File: config.mk
export PLATFORM = sky130hd
export DESIGN_NAME = unidade_controle_multiciclo
export DESIGN_NICKNAME = d
export VERILOG_FILES = /design/src/rtl/unidade_controle_multiciclo.sv
export SDC_FILE = /design/constraint.sdc
export NUM_CORES = 1
export LEC_CHECK = 0
export BUFFER_PORTS_ARGS = -buffer_cell sky130_fd_sc_hd__buf_2
export CAP_MARGIN = 15
export CORE_ASPECT_RATIO = 1.5
export CORE_UTILIZATION = 35
export CTS_BUF_LIST = sky130_fd_sc_hd__clkbuf_16
export CTS_CLUSTER_SIZE = 14
export DETAILED_ROUTE_END_ITERATION = 6
export PLACE_DENSITY_LB_ADDON = 0.25
export SYNTH_ARGS = -nofsm -noshare
export SYNTH_HDL_FRONTEND = slang
export SYNTH_SLANG_ARGS = --single-unit
File: constraint.sdc
create_clock -name clk -period 3.3 [get_ports clk]
set_input_delay 0 -clock clk [delete_from_list [all_inputs] [get_ports clk]]
set_output_delay 0 -clock clk [all_outputs]
set_load 0.05 [all_outputs]
File: src/rtl/unidade_controle_multiciclo.sv
// unidade_controle_multiciclo
//   Multicycle RV32I control FSM. Sequences a shared datapath (PC, IR, OldPC,
//   register file, ALU, ALUOut, Data register, unified instruction/data memory)
//   through fetch / decode / execute / memory / writeback states.
//   Supported: lw, sw, R-type, I-type ALU, beq/bne/blt/bge/bltu/bgeu, jal.
//   Any other opcode (or a branch with funct3 010/011) parks the FSM in ILLEGAL
//   until reset.
//
// Ports
//   clk, reset                 rising-edge clock, synchronous active-high reset
//   op, funct3, funct7b5       instruction fields from IR
//   zero, lt, ltu              ALU compare flags
//   mem_ready                  memory handshake completion (ignored without mem_req)
//   mem_req, mem_write         memory request / request is a write
//   adr_src                    memory address mux (0 PC, 1 ALUOut)
//   ir_write, pc_write         IR+OldPC load, PC load
//   reg_write                  register-file write enable
//   alu_src_a/b, imm_src       datapath mux selects, immediate format
//   result_src, alu_ctrl       result mux, ALU operation
//   state                      current state code (debug)
//   instr_retired              one-cycle pulse when an instruction completes
//   illegal                    trap flag, held until reset
//   cycle_cnt, instret_cnt     performance counters
//
// Build option
//   UC_PERF_CNT_EN  when defined, cycle_cnt / instret_cnt count cycles out of
//                   reset and retired instructions; otherwise both are tied 0.

module unidade_controle_multiciclo #(
  parameter int CNT_W = 32
) (
  input  logic             clk,
  input  logic             reset,
  input  logic [6:0]       op,
  input  logic [2:0]       funct3,
  input  logic             funct7b5,
  input  logic             zero,
  input  logic             lt,
  input  logic             ltu,
  input  logic             mem_ready,
  output logic             mem_req,
  output logic             mem_write,
  output logic             adr_src,
  output logic             ir_write,
  output logic             pc_write,
  output logic             reg_write,
  output logic [1:0]       alu_src_a,
  output logic [1:0]       alu_src_b,
  output logic [1:0]       imm_src,
  output logic [1:0]       result_src,
  output logic [3:0]       alu_ctrl,
  output logic [3:0]       state,
  output logic             instr_retired,
  output logic             illegal,
  output logic [CNT_W-1:0] cycle_cnt,
  output logic [CNT_W-1:0] instret_cnt
);

  typedef enum logic [3:0] {
    S_FETCH    = 4'd0,
    S_DECODE   = 4'd1,
    S_MEMADR   = 4'd2,
    S_MEMREAD  = 4'd3,
    S_MEMWB    = 4'd4,
    S_MEMWRITE = 4'd5,
    S_EXECR    = 4'd6,
    S_EXECI    = 4'd7,
    S_ALUWB    = 4'd8,
    S_JAL      = 4'd9,
    S_BRANCH   = 4'd10,
    S_ILLEGAL  = 4'd15
  } state_t;

  localparam logic [6:0] OP_LW  = 7'b0000011;
  localparam logic [6:0] OP_SW  = 7'b0100011;
  localparam logic [6:0] OP_R   = 7'b0110011;
  localparam logic [6:0] OP_I   = 7'b0010011;
  localparam logic [6:0] OP_BR  = 7'b1100011;
  localparam logic [6:0] OP_JAL = 7'b1101111;

  localparam logic [3:0] ALU_ADD  = 4'd0;
  localparam logic [3:0] ALU_SUB  = 4'd1;
  localparam logic [3:0] ALU_AND  = 4'd2;
  localparam logic [3:0] ALU_OR   = 4'd3;
  localparam logic [3:0] ALU_XOR  = 4'd4;
  localparam logic [3:0] ALU_SLT  = 4'd5;
  localparam logic [3:0] ALU_SLTU = 4'd6;
  localparam logic [3:0] ALU_SLL  = 4'd7;
  localparam logic [3:0] ALU_SRL  = 4'd8;
  localparam logic [3:0] ALU_SRA  = 4'd9;

  state_t st, nx;

  // Raw (pre-reset-gating) enables
  logic mreq, mwr, irw, pcw, rw, ret, ill;

  // funct7b5 selects sub only for register ops; for immediates bit 30 is
  // part of the immediate except on srai.
  function automatic logic [3:0] alu_dec(input logic [2:0] f3, input logic b5,
                                         input logic is_reg);
    case (f3)
      3'b000:  alu_dec = (is_reg && b5) ? ALU_SUB : ALU_ADD;
      3'b001:  alu_dec = ALU_SLL;
      3'b010:  alu_dec = ALU_SLT;
      3'b011:  alu_dec = ALU_SLTU;
      3'b100:  alu_dec = ALU_XOR;
      3'b101:  alu_dec = b5 ? ALU_SRA : ALU_SRL;
      3'b110:  alu_dec = ALU_OR;
      default: alu_dec = ALU_AND;
    endcase
  endfunction

  always_ff @(posedge clk) begin
    if (reset) st <= S_FETCH;
    else       st <= nx;
  end

  always_comb begin
    nx         = st;
    mreq       = 1'b0;
    mwr        = 1'b0;
    adr_src    = 1'b0;
    irw        = 1'b0;
    pcw        = 1'b0;
    rw         = 1'b0;
    ret        = 1'b0;
    ill        = 1'b0;
    alu_src_a  = 2'b00;
    alu_src_b  = 2'b00;
    imm_src    = 2'b00;
    result_src = 2'b00;
    alu_ctrl   = ALU_ADD;
    case (st)
      S_FETCH: begin
        // PC+4 goes straight from ALUResult into PC while IR loads
        mreq       = 1'b1;
        alu_src_b  = 2'b10;
        result_src = 2'b10;
        irw        = mem_ready;
        pcw        = mem_ready;
        if (mem_ready) nx = S_DECODE;
      end
      S_DECODE: begin
        // Branch/jump target OldPC+imm is parked in ALUOut
        alu_src_a = 2'b01;
        alu_src_b = 2'b01;
        imm_src   = (op == OP_JAL) ? 2'b11 : 2'b10;
        case (op)
          OP_LW, OP_SW: nx = S_MEMADR;
          OP_R:         nx = S_EXECR;
          OP_I:         nx = S_EXECI;
          OP_BR:        nx = S_BRANCH;
          OP_JAL:       nx = S_JAL;
          default:      nx = S_ILLEGAL;
        endcase
      end
      S_MEMADR: begin
        alu_src_a = 2'b10;
        alu_src_b = 2'b01;
        if (op == OP_SW) begin
          imm_src = 2'b01;
          nx      = S_MEMWRITE;
        end else begin
          nx      = S_MEMREAD;
        end
      end
      S_MEMREAD: begin
        mreq    = 1'b1;
        adr_src = 1'b1;
        if (mem_ready) nx = S_MEMWB;
      end
      S_MEMWB: begin
        result_src = 2'b01;
        rw         = 1'b1;
        ret        = 1'b1;
        nx         = S_FETCH;
      end
      S_MEMWRITE: begin
        mreq    = 1'b1;
        mwr     = 1'b1;
        adr_src = 1'b1;
        if (mem_ready) begin
          ret = 1'b1;
          nx  = S_FETCH;
        end
      end
      S_EXECR: begin
        alu_src_a = 2'b10;
        alu_ctrl  = alu_dec(funct3, funct7b5, 1'b1);
        nx        = S_ALUWB;
      end
      S_EXECI: begin
        alu_src_a = 2'b10;
        alu_src_b = 2'b01;
        alu_ctrl  = alu_dec(funct3, funct7b5, 1'b0);
        nx        = S_ALUWB;
      end
      S_ALUWB: begin
        rw  = 1'b1;
        ret = 1'b1;
        nx  = S_FETCH;
      end
      S_JAL: begin
        // PC <= target from ALUOut while ALU forms the link value OldPC+4
        alu_src_a = 2'b01;
        alu_src_b = 2'b10;
        pcw       = 1'b1;
        nx        = S_ALUWB;
      end
      S_BRANCH: begin
        alu_src_a = 2'b10;
        alu_ctrl  = ALU_SUB;
        nx        = S_FETCH;
        ret       = 1'b1;
        case (funct3)
          3'b000:  pcw = zero;
          3'b001:  pcw = ~zero;
          3'b100:  pcw = lt;
          3'b101:  pcw = ~lt;
          3'b110:  pcw = ltu;
          3'b111:  pcw = ~ltu;
          default: begin
            ret = 1'b0;
            nx  = S_ILLEGAL;
          end
        endcase
      end
      S_ILLEGAL: ill = 1'b1;
      default:   nx  = S_ILLEGAL;
    endcase
  end

  // Reset wins over every enable in the same cycle, including mid-access
  assign mem_req       = mreq & ~reset;
  assign mem_write     = mwr  & ~reset;
  assign ir_write      = irw  & ~reset;
  assign pc_write      = pcw  & ~reset;
  assign reg_write     = rw   & ~reset;
  assign instr_retired = ret  & ~reset;
  assign illegal       = ill  & ~reset;
  assign state         = st;

`ifdef UC_PERF_CNT_EN
  logic [CNT_W-1:0] cyc_q, ret_q;

  always_ff @(posedge clk) begin
    if (reset) begin
      cyc_q <= '0;
      ret_q <= '0;
    end else begin
      cyc_q <= cyc_q + CNT_W'(1);
      if (instr_retired) ret_q <= ret_q + CNT_W'(1);
    end
  end

  assign cycle_cnt   = cyc_q;
  assign instret_cnt = ret_q;
`else
  assign cycle_cnt   = '0;
  assign instret_cnt = '0;
`endif

endmodule
==> Flow_metrics.wiki, run 1 <==
{| class="wikitable"
! Metric !! Value
|-
| Final number of setup-violating endpoints || 0
|-
| Total detailed-routing wirelength || between 2000 and 3000 um
|-
| Final design instance area without fill || between 1000 and 1500 sq um
|-
| Ratio of final minimum period to clock period || 0.6248
|-
| Final number of hold-violating endpoints || 0
|-
| Peak ir drop on the vdd network || 0.0005891 V
|-
| Number of antenna violations at the first check in global routing || 0
|-
| Post-synthesis average cell area || 6.965 sq um
|-
| Share of post-route cells with drive strength above 1 || 0.2260
|-
| Synthesis warning total || 0
|-
| Number of cells after detailed placement || 247
|-
| Final layout net count || 227
|-
| Maximum buffer depth of the clock tree || 2
|-
| Worst min-delay path class || in2reg
|-
| CTS tree || built
|-
| Setup CP Type || reg2out
|-
| Ordered cell list for the critical path || nor3b_1 -> a21oi_1 -> o22a_1 -> nor2_1 -> buf_2
|-
| Highest clock frequency the design can meet || roughly 480 MHz
|-
| Slowest Stage Delay on Critical Path || just under 0.9 ns
|-
| Post-CTS setup buffer count || 0
|-
| N_diodes || 0
|-
| Count of non-filler cells in the finished layout || 250
|-
| Layout area overhead || 1.897%
|-
| Beginning of the worst hold path || reset
|-
| Row count || 26
|-
| WP data arrival || 2.06 ns
|-
| Detailed Routing Iterations Pass 1 || 4
|-
| Remaining max-slew budget at the tightest pin || 0.4135
|-
| Critical Path Source || state[3]
|-
| Overall power || between 1 and 1.5 mW
|-
| Die span in y || 75.30 um
|-
| Routed length per instance || 10.52 um
|-
| Area of the die || 3830 sq um
|-
| Post-synth design cell area || between 1000 and 1500 sq um
|-
| Core ar. || 3416 sq um
|-
| Element type at the critical path start || flip-flop
|-
| Number of enable-type register cells in the synthesized netlist || 0
|-
| Count of pins on the block boundary || 105
|-
| Net switching power || 0.9484 mW
|-
| Clock buffers created by TritonCTS || 3
|-
| Critical path buffers and inverters || 1
|-
| GPL Wtd Cong || 0.8055
|-
| Critical-path maximum fanout || 27
|-
| Overall via count from detail_route || 1094
|-
| Flops & latches, synth || 4
|-
| Share of the synthesized area in the top cell type || 0.3832
|-
| Number of routed nets with antenna violations || 0
|-
| Slew at the pin closest to its max-slew limit || 0.8785 ns
|-
| GRT Util Overall || 0.1342
|-
| Proportion of total power due to net switching || 0.6618
|-
| Starting density of the core || 0.3670
|-
| Setup repair after global routing missed its margin || false
|-
| Family of cells with the greatest summed delay on the critical path || flip-flops
|-
| Number of flip-flops under the largest register name || 4
|-
| Residual DRC count || 0
|-
| Post-Synthesis Cells || 180
|-
| Placed Area || 1202 sq um
|-
| Worst reg2reg startpoint || state[1]
|-
| Aggregate negative setup slack || 0 ns
|-
| Required arrival time at the worst endpoint || 3.30 ns
|-
| Number of cells upsized or downsized after cts || 0
|-
| Max stage delay cell, worst path || dfxtp_1
|-
| CTS clock-pin slew for the worst setup and hold paths || around 0.030 ns
|-
| Number of clock sinks seen by CTS || 4
|-
| Pin count of the biggest net entering global routing || 28
|-
| DP Worst Slack || roughly 1.5 ns
|-
| Placed wire-length estimate after detailed placement || about 2100 um
|-
| Worst setup margin || around 1.2 ns
|-
| Combinational share of power || 0.725
|-
| Crit path time final || ~2.1 ns
|-
| Count of unique library cells instantiated by Yosys || 47
|-
| Wire length of the first global-routing pass || 3974 um
|-
| Cells taking the most area after synthesis || buf_4 (38%), dfxtp_1 (6.4%), nor3b_1 (3.6%), nand2b_1 (3.5%), nor2_1 (3.0%)
|-
| Cell taking the most area after synthesis || buf_4
|-
| Clk_skew || 0.002785 ns
|-
| Share of the yosys chip area belonging to registers || 0.06387
|-
| Quantity of hold-fixing buffers added after cts || 0
|-
| Number of global-route vias before repair || 855
|-
| Port buffer count || 40
|-
| Maximum capacitance violations || 0
|-
| H-tree levels || 1
|-
| Endpoint class of the critical path || primary output
|-
| Routed vias/inst || ~4.4
|-
| Cell-internal power || 0.4847 mW
|-
| Initial drt markers || 11
|-
| Most used flip-flop cell after synthesis || dfxtp_1
|-
| Pins over their slew limit || 0
|-
| Total congestion overflow after global routing || 0
|-
| Root Buffer || clkbuf_16
|-
| Run status || complete, no violations
|-
| Power per unit of standard cell area || about 1100 nW/um^2
|-
| Clock latency at the later pin of the worst-skew pair || 0.23 ns
|-
| Register share of total power || 0.141
|-
| Synth async-reset ratio || 0
|-
| Portion of total power attributed to the clock network || 0.134
|-
| Total leakage power || 0.6694 nW
|-
| Horizontal extent of the die || roughly 50 um
|}
[layout by cell type, fill, tap and decap left out, types with 3 or more instances in the layout]
| cell type | netlist | routed |
|---|---|---|
| dfxtp_1 | 4 | 4 |
| conb_1 | 1 | 64 |
| a21oi_1 | 3 | 3 |
| buf_2 | 5 | 40 |
| nor4_1 | 4 | 3 |
| o21ai_0 | 6 | 6 |
| clkbuf_16 | 0 | 3 |
| nor3_1 | 5 | 5 |
| nand2b_1 | 7 | 7 |
| xnor2_1 | 4 | 4 |
| inv_1 | 5 | 5 |
| nor3b_1 | 6 | 6 |
| nand2_1 | 9 | 9 |
| nor2_1 | 10 | 10 |
[metal layers]
metal  vias up  routed length, um  track usage
met5         -                  0            0
met4         0                 28      0.05247
met3         2                204      0.01796
met2        68               1438       0.2533
met1       485                957       0.1511
li1        539                  -            -
[final cells by class]
class | instances | area (sq um)
inverter | 5 | 18.77
sequential | 4 | 80.08
fill | 412 | 2138
tap | 42 | 52.55
timing repair buffer | 40 | 200.2
clock buffer | 3 | 75.07
multi-input combinational | 156 | 850.8
[per-stage QoR]
| step | utilization | hold WS (ns) |
|---|---|---|
| finish | 0.3740 | 0.06964 |
| global route | 0.3740 | 0.09729 |
| CTS | 0.3740 | 0.07371 |
| detailed placement | 0.3520 | 0.3084 |
| global placement | 0.3520 | 0.3204 |
| floorplan | - | 0.3137 |
[worst reg2reg max path, delay by kind of cell, from the launching register on]
kind | cells | cell delay, ns
AO/OA/AOI/OAI | 2 | 0.51
flip-flops | 1 | 0.85
AND/OR/NAND/NOR | 2 | 0.40
[cell usage after synthesis (2+ instances only)]
cell,count
nand3b_1,2
xnor2_1,4
a31oi_1,2
nor3_1,5
mux2i_1,2
nand2_1,9
inv_1,5
nor3b_1,6
nor4_1,4
clkbuf_1,7
o41ai_1,2
nor2_1,10
nand2b_1,7
nor2b_1,2
buf_4,64
buf_2,5
a21oi_1,3
o21ai_0,6
and3_1,2
nand3_1,2
xor2_1,2
dfxtp_1,4
[logic make-up after synthesis]
family	share of synthesized area
AOI/OAI and AO/OA	0.1627
xor gates and xnor gates	0.04192
adders and majority gates	0.007984
buffers and inverters	0.4511
DFF	0.06387
muxes	0.01597
other	0.002991
and+or+nand+nor	0.2535
[power groups by stage]
stage                     Combinational, mW  Sequential [mW]  Clock [mW]
after global routing                   1.11            0.216       0.194
after CTS                              1.05            0.201       0.192
after detailed placement               1.04            0.202           0
final                                  1.04            0.202       0.192
after floorplan                       0.968            0.164           0
after global placement                 1.05            0.201           0
[path summary, 6_finish.rpt]
check | end | slack (ns) | cells after the start
hold / removal | state[1] | 0.07 | 2
hold reg to reg | state[1] | 0.99 | 3
setup reg to reg | state[3] | 1.45 | 4
setup / recovery | instr_retired | 1.24 | 5
No activity file was read; power rests on OpenSTA's default activity.
==> run 2: changes to the inputs <==
clock period = 1.7 ns   (was 3.3 ns; I/O delays follow)
==> run 2 against run 1 <==
Die area is the same. Critical path depth grew 1. Sequential power grew 76%. Via count grew 5.8%. Core utilization grew 8.1 points. Combinational power grew 140%. Routed wire length grew 4.9%. Critical endpoint is now pc_write.
==> Flow_metrics.wiki, run 2 (synthesized netlist as in run 1, its figures left out) <==
{| class="wikitable"
! Metric !! Value
|-
| Run status || complete, no violations
|-
| Final Core Density || 0.4549
|-
| Die span in y || 75.30 um
|-
| Layout area overhead || 23.95%
|-
| Pins over their slew limit || 0
|-
| Element type at the critical path start || flip-flop
|-
| Total congestion overflow after global routing || 0
|-
| Quantity of hold-fixing buffers added after cts || 0
|-
| Required arrival time at the worst endpoint || 1.70 ns
|-
| WP data arrival || 1.63 ns
|-
| Routed vias/inst || 4.467
|-
| Count of pins on the block boundary || around 110
|-
| Root Buffer || clkbuf_16
|-
| Worst min-delay path class || in2reg
|-
| Number of flip-flops under the largest register name || 4
|-
| WHS || 0.1720 ns
|-
| N_diodes || 0
|-
| Max stage delay cell, worst path || dfxtp_4
|-
| Number of global-route vias before repair || 986
|-
| Horizontal extent of the die || 50.87 um
|-
| Critical-path maximum fanout || 11
|-
| Port buffer count || 40
|-
| Power per unit of standard cell area || 2094 nW/um^2
|-
| Total detailed-routing wirelength || 2757 um
|-
| Wire length of the first global-routing pass || 4278 um
|-
| Share of post-route cells with drive strength above 1 || 0.3779
|-
| Post-CTS setup buffer count || 0
|-
| Endpoint class of the critical path || primary output
|-
| GPL Wtd Cong || 0.7716
|-
| Overall via count from detail_route || 1157
|-
| CTS clock-pin slew for the worst setup and hold paths || ~0.030 ns
|-
| Clock buffers created by TritonCTS || 3
|-
| Final number of hold-violating endpoints || 0
|-
| Highest clock frequency the design can meet || roughly 610 MHz
|-
| Slowest Stage Delay on Critical Path || 0.38 ns
|-
| Core ar. || 3416 sq um
|-
| Ordered cell list for the critical path || buf_4 -> nor4_4 -> and3_4 -> a41oi_2 -> o21ai_4 -> buf_2
|-
| Setup CP Type || reg2out
|-
| Crit path time final || 1.629 ns
|-
| Area of the die || 3830 sq um
|-
| Starting density of the core || 0.3670
|-
| Fill cells || 373
|-
| Setup repair after global routing missed its margin || false
|-
| Maximum capacitance violations || 0
|-
| Final number of setup-violating endpoints || 0
|-
| Routed length per instance || 10.64 um
|-
| Commonest non-fill, non-tap cells in the layout || conb_1 (64), buf_2 (37), buf_4 (9)
|-
| Number of antenna violations at the first check in global routing || 0
|-
| Aggregate negative setup slack || 0 ns
|-
| Number of routed nets with antenna violations || 0
|-
| Pin count of the biggest net entering global routing || 21
|-
| Detailed Routing Iterations Pass 1 || 4
|-
| Peak ir drop on the vdd network || 0.001332 V
|-
| Final layout net count || 235
|-
| Clk_skew || about 0.0059 ns
|-
| Row count || 26
|-
| CTS tree || built
|-
| Number of clock sinks seen by CTS || 4
|-
| Total leakage power || 0.7664 nW
|-
| Residual DRC count || 0
|-
| Maximum buffer depth of the clock tree || 2
|-
| Leading cell type in the layout, fill and taps excluded || conb_1
|-
| Placed wire-length estimate after detailed placement || about 2200 um
|-
| H-tree levels || 1
|-
| Clock latency at the later pin of the worst-skew pair || approximately 0.23 ns
|-
| GRT Util Overall || 0.1439
|-
| Initial drt markers || 21
|-
| Ratio of final minimum period to clock period || 0.9583
|}
-- run 2: changes by cell type in the layout (fill, tap and decap cells not counted), moves of 3 or more --
cell,change
buf_4,+9
dfxtp_1,-4
dfxtp_4,+4
nor2_1,-4
nor3b_1,-4
nor4_4,+4
buf_2,-3
nor3_1,-3
nor4_1,-3
-- run 2: report_power, final --
group,switching (mW),internal [mW]
Sequential,0.190,0.166
Clock,0.0731,0.304
Combinational,1.80,0.724
-- run 2: metrics by stage --
| step | instances | total power [mW] | worst slack, ns | cell area [sq um] |
|---|---|---|---|---|
| final | 259 | 3.254 | 0.07091 | 1554 |
| after global routing | 259 | 3.431 | 0.007096 | 1554 |
| after CTS | 259 | 3.232 | 0.01906 | 1533 |
| after detailed placement | 255 | 2.828 | 0.1401 | 1449 |
| after global placement | 255 | 2.824 | 0.1785 | 1449 |
| after floorplan | 243 | 2.522 | -0.2589 | 1694 |
-- run 2: layer usage --
layer / vias to the layer above / part of all wire / GRT usage
met5: - / 0 / 0
met4: 0 / 0.0087 / 0.04630
met3: 3 / 0.058 / 0.01796
met2: 65 / 0.54 / 0.2844
met1: 528 / 0.39 / 0.1561
li1: 561 / - / -
-- run 2: repair_timing --
item                                    4_1_cts  5_1_grt
endpoints found under the setup margin        4        6
pin swaps                                     0        1
resized for setup                             2        7
-- run 2: worst paths after layout --
| path | from | endpoint | slack, ns | depth (start not counted) |
|---|---|---|---|---|
| hold / removal | reset | state[1] | 0.17 | 2 |
| setup / recovery | state[3] | pc_write | 0.07 | 6 |
| setup reg to reg | state[0] | state[3] | 0.11 | 4 |
| hold reg to reg | state[3] | state[0] | 0.68 | 3 |
-- run 2: layout make-up --
| class | instances | area, sq um | share of cell area |
|---|---|---|---|
| timing repair buffer | 48 | 267.8 | 0.1723 |
| multi-input combinational | 156 | 1041 | 0.6699 |
| clock buffer | 3 | 75.07 | 0.04831 |
| sequential | 4 | 95.09 | 0.06119 |
| tap | 42 | 52.55 | 0.03382 |
| clock inverter | 1 | 3.754 | 0.002415 |
| inverter | 5 | 18.77 | 0.01208 |
-- run 2: critical path: cells and delay by family (launching register included) --
kind | cells | cell delay [ns]
DFF | 1 | 0.38
buffers and inverters | 2 | 0.47
and+or+nand+nor | 2 | 0.43
AOI/OAI and AO/OA | 2 | 0.13
